<file path="src/rtl/vga_pkg.sv">
// Shared definitions for the VGA scan-out engine: pattern mode codes and 640x480@60 timing defaults.
// Latency: none (types, constants and pure functions only).
// Backpressure: not applicable.
// Ports: none.
package vga_pkg;

  typedef enum logic [1:0] {
    MODE_FB    = 2'b00,
    MODE_SOLID = 2'b01,
    MODE_BARS  = 2'b10,
    MODE_CHECK = 2'b11
  } mode_e;

  localparam int DEF_H_ACTIVE = 640;
  localparam int DEF_H_FP     = 16;
  localparam int DEF_H_SYNC   = 96;
  localparam int DEF_H_BP     = 48;
  localparam int DEF_V_ACTIVE = 480;
  localparam int DEF_V_FP     = 10;
  localparam int DEF_V_SYNC   = 2;
  localparam int DEF_V_BP     = 33;

  function automatic int h_total(input int act, input int fp, input int syn, input int bp);
    return act + fp + syn + bp;
  endfunction

  function automatic int v_total(input int act, input int fp, input int syn, input int bp);
    return act + fp + syn + bp;
  endfunction

endpackage

</file>
<file path="src/rtl/vga_timing.sv">
// Pixel-tick divider plus horizontal/vertical counters with active-area and sync decode.
// Latency: decodes are combinational from the counter registers; counters advance on pix_en.
// Backpressure: none, free-running once out of reset.
// Ports: clk/rst (sync, active-low); pix_en tick strobe; h/v counters; active, hsync, vsync
// (hsync/vsync are logical "asserted" flags, polarity is applied by the caller).
module vga_timing import vga_pkg::*; #(
  parameter int CLK_DIV  = 2,
  parameter int H_ACTIVE = DEF_H_ACTIVE,
  parameter int H_FP     = DEF_H_FP,
  parameter int H_SYNC   = DEF_H_SYNC,
  parameter int H_BP     = DEF_H_BP,
  parameter int V_ACTIVE = DEF_V_ACTIVE,
  parameter int V_FP     = DEF_V_FP,
  parameter int V_SYNC   = DEF_V_SYNC,
  parameter int V_BP     = DEF_V_BP,
  parameter int HW       = 10,
  parameter int VW       = 10
) (
  input  logic          clk,
  input  logic          rst,
  output logic          pix_en,
  output logic [HW-1:0] h,
  output logic [VW-1:0] v,
  output logic          active,
  output logic          hsync,
  output logic          vsync
);

  localparam int H_TOTAL = h_total(H_ACTIVE, H_FP, H_SYNC, H_BP);
  localparam int V_TOTAL = v_total(V_ACTIVE, V_FP, V_SYNC, V_BP);

  if (CLK_DIV == 1) begin : g_nodiv
    assign pix_en = 1'b1;
  end else begin : g_div
    localparam int PW = $clog2(CLK_DIV);
    localparam logic [PW-1:0] LAST = PW'(CLK_DIV - 1);
    logic [PW-1:0] phase;

    always_ff @(posedge clk) begin
      if (!rst)               phase <= '0;
      else if (phase == LAST) phase <= '0;
      else                    phase <= phase + 1'b1;
    end

    assign pix_en = (phase == LAST);
  end

  always_ff @(posedge clk) begin
    if (!rst) begin
      h <= '0;
      v <= '0;
    end else if (pix_en) begin
      if (h == HW'(H_TOTAL - 1)) begin
        h <= '0;
        v <= (v == VW'(V_TOTAL - 1)) ? '0 : v + 1'b1;
      end else begin
        h <= h + 1'b1;
      end
    end
  end

  assign active = (h < HW'(H_ACTIVE)) && (v < VW'(V_ACTIVE));
  assign hsync  = (h >= HW'(H_ACTIVE + H_FP)) && (h < HW'(H_ACTIVE + H_FP + H_SYNC));
  assign vsync  = (v >= VW'(V_ACTIVE + V_FP)) && (v < VW'(V_ACTIVE + V_FP + V_SYNC));

endmodule

</file>
<file path="src/rtl/vga_scanout.sv">
// VGA scan-out: issues framebuffer reads, delays sync/blank to meet the returned pixel, drives DAC pins.
// Latency: FB_LAT+1 pixel ticks from counter value to pins; fb_pixel sampled FB_LAT ticks after fb_req.
// Backpressure: none; the framebuffer must answer every request on time.
// Ports: clk/rst (sync, active-low); mode/solid_color pattern select; fb_x/fb_y/fb_req read request;
// fb_pixel read data; pixel/hsync_out/vsync_out to the connector; frame_start marks pixel (0,0) out.
module vga_scanout import vga_pkg::*; #(
  parameter int PIXEL_W  = 3,
  parameter int CLK_DIV  = 2,
  parameter int FB_LAT   = 1,
  parameter int H_ACTIVE = DEF_H_ACTIVE,
  parameter int H_FP     = DEF_H_FP,
  parameter int H_SYNC   = DEF_H_SYNC,
  parameter int H_BP     = DEF_H_BP,
  parameter int V_ACTIVE = DEF_V_ACTIVE,
  parameter int V_FP     = DEF_V_FP,
  parameter int V_SYNC   = DEF_V_SYNC,
  parameter int V_BP     = DEF_V_BP,
  parameter bit SYNC_POL = 1'b0
) (
  input  logic                        clk,
  input  logic                        rst,
  input  logic [1:0]                  mode,
  input  logic [PIXEL_W-1:0]          solid_color,
  output logic [$clog2(H_ACTIVE)-1:0] fb_x,
  output logic [$clog2(V_ACTIVE)-1:0] fb_y,
  output logic                        fb_req,
  input  logic [PIXEL_W-1:0]          fb_pixel,
  output logic [PIXEL_W-1:0]          pixel,
  output logic                        hsync_out,
  output logic                        vsync_out,
  output logic                        frame_start
);

  localparam int HW = $clog2(h_total(H_ACTIVE, H_FP, H_SYNC, H_BP));
  localparam int VW = $clog2(v_total(V_ACTIVE, V_FP, V_SYNC, V_BP));
  localparam int XW = $clog2(H_ACTIVE);
  localparam int YW = $clog2(V_ACTIVE);
  localparam int LT = FB_LAT - 1;

  typedef struct packed {
    logic          act;
    logic          hs;
    logic          vs;
    logic          fs;
    logic [HW-1:0] h;
    logic [VW-1:0] v;
  } stage_t;

  logic          pix_en, active, hsync, vsync;
  logic [HW-1:0] h;
  logic [VW-1:0] v;

  vga_timing #(
    .CLK_DIV(CLK_DIV),
    .H_ACTIVE(H_ACTIVE), .H_FP(H_FP), .H_SYNC(H_SYNC), .H_BP(H_BP),
    .V_ACTIVE(V_ACTIVE), .V_FP(V_FP), .V_SYNC(V_SYNC), .V_BP(V_BP),
    .HW(HW), .VW(VW)
  ) u_timing (
    .clk(clk), .rst(rst), .pix_en(pix_en), .h(h), .v(v),
    .active(active), .hsync(hsync), .vsync(vsync)
  );

  stage_t       head;
  stage_t       pipe [FB_LAT];
  mode_e        sh_mode;
  logic [PIXEL_W-1:0] sh_solid;
  logic [PIXEL_W-1:0] color;

  always_comb begin
    head     = '0;
    head.act = active;
    head.hs  = hsync;
    head.vs  = vsync;
    head.fs  = (h == '0) && (v == '0);
    head.h   = h;
    head.v   = v;
  end

  // Request is registered on the same tick the counter value enters the delay line.
  always_ff @(posedge clk) begin
    if (!rst) begin
      fb_req <= 1'b0;
      fb_x   <= '0;
      fb_y   <= '0;
    end else begin
      fb_req <= pix_en && active;
      if (pix_en) begin
        fb_x <= h[XW-1:0];
        fb_y <= v[YW-1:0];
      end
    end
  end

  // Delay line length matches the read latency so the tail meets fb_pixel.
  always_ff @(posedge clk) begin
    if (!rst) begin
      for (int i = 0; i < FB_LAT; i++) pipe[i] <= '0;
    end else if (pix_en) begin
      pipe[0] <= head;
      for (int i = 1; i < FB_LAT; i++) pipe[i] <= pipe[i-1];
    end
  end

  // Pattern settings latch as pixel (0,0) enters, so a frame never mixes two modes.
  always_ff @(posedge clk) begin
    if (!rst) begin
      sh_mode  <= MODE_FB;
      sh_solid <= '0;
    end else if (pix_en && head.fs) begin
      sh_mode  <= mode_e'(mode);
      sh_solid <= solid_color;
    end
  end

  always_comb begin
    color = '0;
    if (pipe[LT].act) begin
      case (sh_mode)
        MODE_FB:    color = fb_pixel;
        MODE_SOLID: color = sh_solid;
        MODE_BARS:  color = PIXEL_W'((32'(pipe[LT].h) * 32'd8) / 32'(H_ACTIVE));
        default:    color = (pipe[LT].h[4] ^ pipe[LT].v[4]) ? '1 : '0;
      endcase
    end
  end

  always_ff @(posedge clk) begin
    if (!rst) begin
      pixel       <= '0;
      hsync_out   <= ~SYNC_POL;
      vsync_out   <= ~SYNC_POL;
      frame_start <= 1'b0;
    end else begin
      frame_start <= pix_en && pipe[LT].fs;
      if (pix_en) begin
        pixel     <= color;
        hsync_out <= pipe[LT].hs ? SYNC_POL : ~SYNC_POL;
        vsync_out <= pipe[LT].vs ? SYNC_POL : ~SYNC_POL;
      end
    end
  end

endmodule

</file>
<file path="config.mk">
export PLATFORM = sky130hd
export DESIGN_NAME = vga_scanout
export DESIGN_NICKNAME = d
export VERILOG_FILES = /design/src/rtl/vga_pkg.sv /design/src/rtl/vga_timing.sv /design/src/rtl/vga_scanout.sv
export SDC_FILE = /design/constraint.sdc
export NUM_CORES = 1
export LEC_CHECK = 0
export ABC_AREA = 1
export CORE_ASPECT_RATIO = 2
export CORE_MARGIN = 2
export CORE_UTILIZATION = 55
export CTS_CLUSTER_DIAMETER = 120
export DETAILED_ROUTE_END_ITERATION = 7
export GPL_TIMING_DRIVEN = 0
export PLACE_DENSITY_LB_ADDON = 0.12
export SLEW_MARGIN = 25
export SYNTH_ARGS = -nofsm -noshare
export SYNTH_HDL_FRONTEND = slang
export SYNTH_SLANG_ARGS = --single-unit
</file>
<file path="constraint.sdc">
create_clock -name clk -period 3 [get_ports clk]
set_input_delay 0.3 -clock clk [delete_from_list [all_inputs] [get_ports clk]]
set_output_delay 0.3 -clock clk [all_outputs]
set_load 0.005 [all_outputs]
</file>
==> results.cfg <==
[outcome]
status = finished clean

[synth]
syn-mean-instance-area_um2 = 8.079
synth-seq-cells = 67
syn_inst = 394
synth_nets = 409
yosys.cell_types.count = 37
ys_warn_count = 0
yosysSeqAreaShare = 0.4686
syn_area_um2 = 3183
synth_top_flop_cell = dfxtp_1
synth-edff-count = 15
ys_async_sr_fraction = 0

[global_routing]
grt_pass1_wl_um = 12590
grt_usage = 0.2575
grt_start_max_net_pins = 20
grt_overflow = 0
antenna_found_initial = 0
grt_pass1_vias = 2795

[detailed_routing]
ant_nets = 0
initialDrtViolationCount = 108
routedWlPerCell_um = 14.74
vias_per_cell = 5.441
detailroute.via_count = 2753
drc = 0
totalWireLength_um = 7457
drt_pre_antenna_iters = 5

[clocking]
hold_buffers = 0
insertion_delay_ps = 320
numCtsBuffers = 9
clkSinkCount = 67
clockBufferDepth = 2
cts_setup_buffers = 0
cts_tree = yes
ctsResizeCount = 0
path_clk_slew_ps = 50
cts-root-buf = clkbuf_16
h-tree-depth = 3

[placement]
dp_hpwl_um = 5797
io_buffer_count = 35
dp_cells = 490
gp_congestion = 0.8170
dpl_cell_area_um2 = 3610
pre_cts_ws_ps = 336.6

[critical_path]
start_kind = flop
critPathArrivalTime_ps = 2900
worstPathRequired_ps = 3220
cp_max_fo = 8
worstSetupPathType = flop to flop
critPathCaptureType = flop
ff2ff_setup_slack_ps = 320

[final_layout]
fin_area_um2 = 3948
layout_commonest_cell = nand2_1
final_nets = 455
diodes = 0
instances_no_fill = 506
layout.area.seq_um2 = 1491
final_layout_size_suffix_gt1_frac = 0.1011
area_growth_pct = 24.02
num-fill-cells = 477
multi_input_area_um2 = 1471
layout_common_cells = 75 x nand2_1, 61 x nor2_1, 52 x dfxtp_1

[power_and_ir_drop]
seqPwrFrac = 0.410
clkPwrFrac = 0.488
p_leak_nw = 1.596
p_int_mw = 1.839
pwr_density_cell_nw_per_um2 = 599.8
netSwitchingPower_mw = 0.5283
ir_worst_vdd_v = 0.0005075
p_sw_frac = 0.2232
comb_power_share = 0.102

[sta]
post-route-period-util = 0.8921
setup_slack_ps = 323.8
setup_tns_ps = 0
final_max_slew_viol_count = 0
setup_violations = 0
worst_slew_pin_slew_ps = 613.6
clock_skew_ps = 4.623
rsz0062_at_grt = no
hold_viol_final = 0
max-slew-margin-rel = 0.5905
finalCriticalPeriod_ps = 2676
fmax_mhz = 373.7

[die]
coreArea_um2 = 5660
die_h_um = 111.6
ioPinCount = 36
std_cell_rows = 39
start_util = 0.5623
chipWidth_um = 57.79
die_area_um2 = 6449

[run]
drv_cap = 0

[worst_hold_path]
holdCritPathClass = flop to flop
-- sequential cells by signal, indices dropped and copies added, names as in the netlist, 2 cells and up --
| name | cells |
|---|---|
| fb_y | 9 |
| fb_x | 10 |
| u_timing.h | 10 |
| pixel | 3 |
| sh_solid | 3 |
| u_timing.v | 10 |
| pipe | 15 |
| sh_mode | 2 |
-- synth_stat cells (3+ instances only) --
library cell,count,share of area
nand2_2,3,0.0059
nand3_2,4,0.013
a211oi_1,4,0.0094
nand4_1,13,0.026
clkbuf_1,5,0.0059
nor2_4,3,0.011
edfxtp_1,15,0.14
nand2_4,4,0.014
a221oi_1,3,0.0083
a21oi_1,12,0.019
nor3b_1,3,0.0071
inv_1,45,0.053
nor3_1,11,0.017
o21ai_0,28,0.044
ha_1,5,0.020
nor2_1,61,0.072
inv_2,4,0.0047
nand3_1,18,0.028
nand2_1,75,0.088
xor2_1,5,0.014
dfxtp_1,52,0.33
-- power by group through the flow --
stage | Clock [mW] | Combinational [mW] | Sequential, mW
after detailed placement | 0 | 0.240 | 0.989
after global routing | 1.21 | 0.270 | 0.974
final | 1.16 | 0.241 | 0.971
after CTS | 1.17 | 0.242 | 0.970
after global placement | 0 | 0.234 | 0.988
after floorplan | 0 | 0.177 | 0.985
-- cell type report --
class                   count  area share
repair buffers             35     0.08875
plain buffers               6    0.007607
clock inverters             4     0.01775
inverters                  50     0.04818
flip-flops and latches     67      0.3778
multi-input cells         271      0.3727
well taps                  61     0.01933
clock buffers              12     0.06783
-- routing by layer --
metal | vias up | routed length, um | track usage
met5 | - | 0 | 0
met4 | 0 | 228 | 0.1504
met3 | 14 | 204 | 0.05807
met2 | 52 | 4491 | 0.4924
met1 | 1295 | 2533 | 0.2284
li1 | 1392 | - | -
-- final timing paths --
check | startpoint | end | cells past startpoint
setup / recovery | pipe[0][18] | pixel[0] | 17
hold / removal | pipe[0][22] | hsync_out | 1
setup reg to reg | pipe[0][18] | pixel[0] | 17
hold reg to reg | pipe[0][22] | hsync_out | 1
-- metrics by stage --
stage | hold slack [ps] | utilization | total power, mW
3_5_place_dp | 413.0 | 0.6377 | 1.229
5_1_grt | 438.8 | 0.6974 | 2.453
6_report | 423.0 | 0.6974 | 2.368
3_3_place_gp | 403.3 | 0.6377 | 1.222
2_1_floorplan | 399.2 | - | 1.162
4_1_cts | 420.9 | 0.6974 | 2.383
-- logic make-up (layout without fill, tap and decap cells) --
logic type / Yosys count / in the layout / synth area share
buffers and inverters: 56 / 107 / 0.06918
flip-flops: 67 / 67 / 0.4686
XOR/XNOR: 7 / 7 / 0.01926
AND/OR/NAND/NOR: 204 / 204 / 0.3141
AO/OA/AOI/OAI: 55 / 55 / 0.1093
adder cells (fa/ha/maj): 5 / 5 / 0.01965
-- critical path, stage by stage, from the launching register on --
cell	delay [ps]
edfxtp_1	490
nor2_4	230
inv_2	70
ha_1	320
o21bai_4	250
nand3_2	150
nor2_2	150
nor2_4	50
nor2_4	170
nand3_4	130
nand2_1	90
nand3_1	60
nor2_1	120
nand3_1	90
nand2_1	60
nand2_1	50
nand2_1	60
nand2_1	40
No activity file was read; power rests on OpenSTA's default activity.
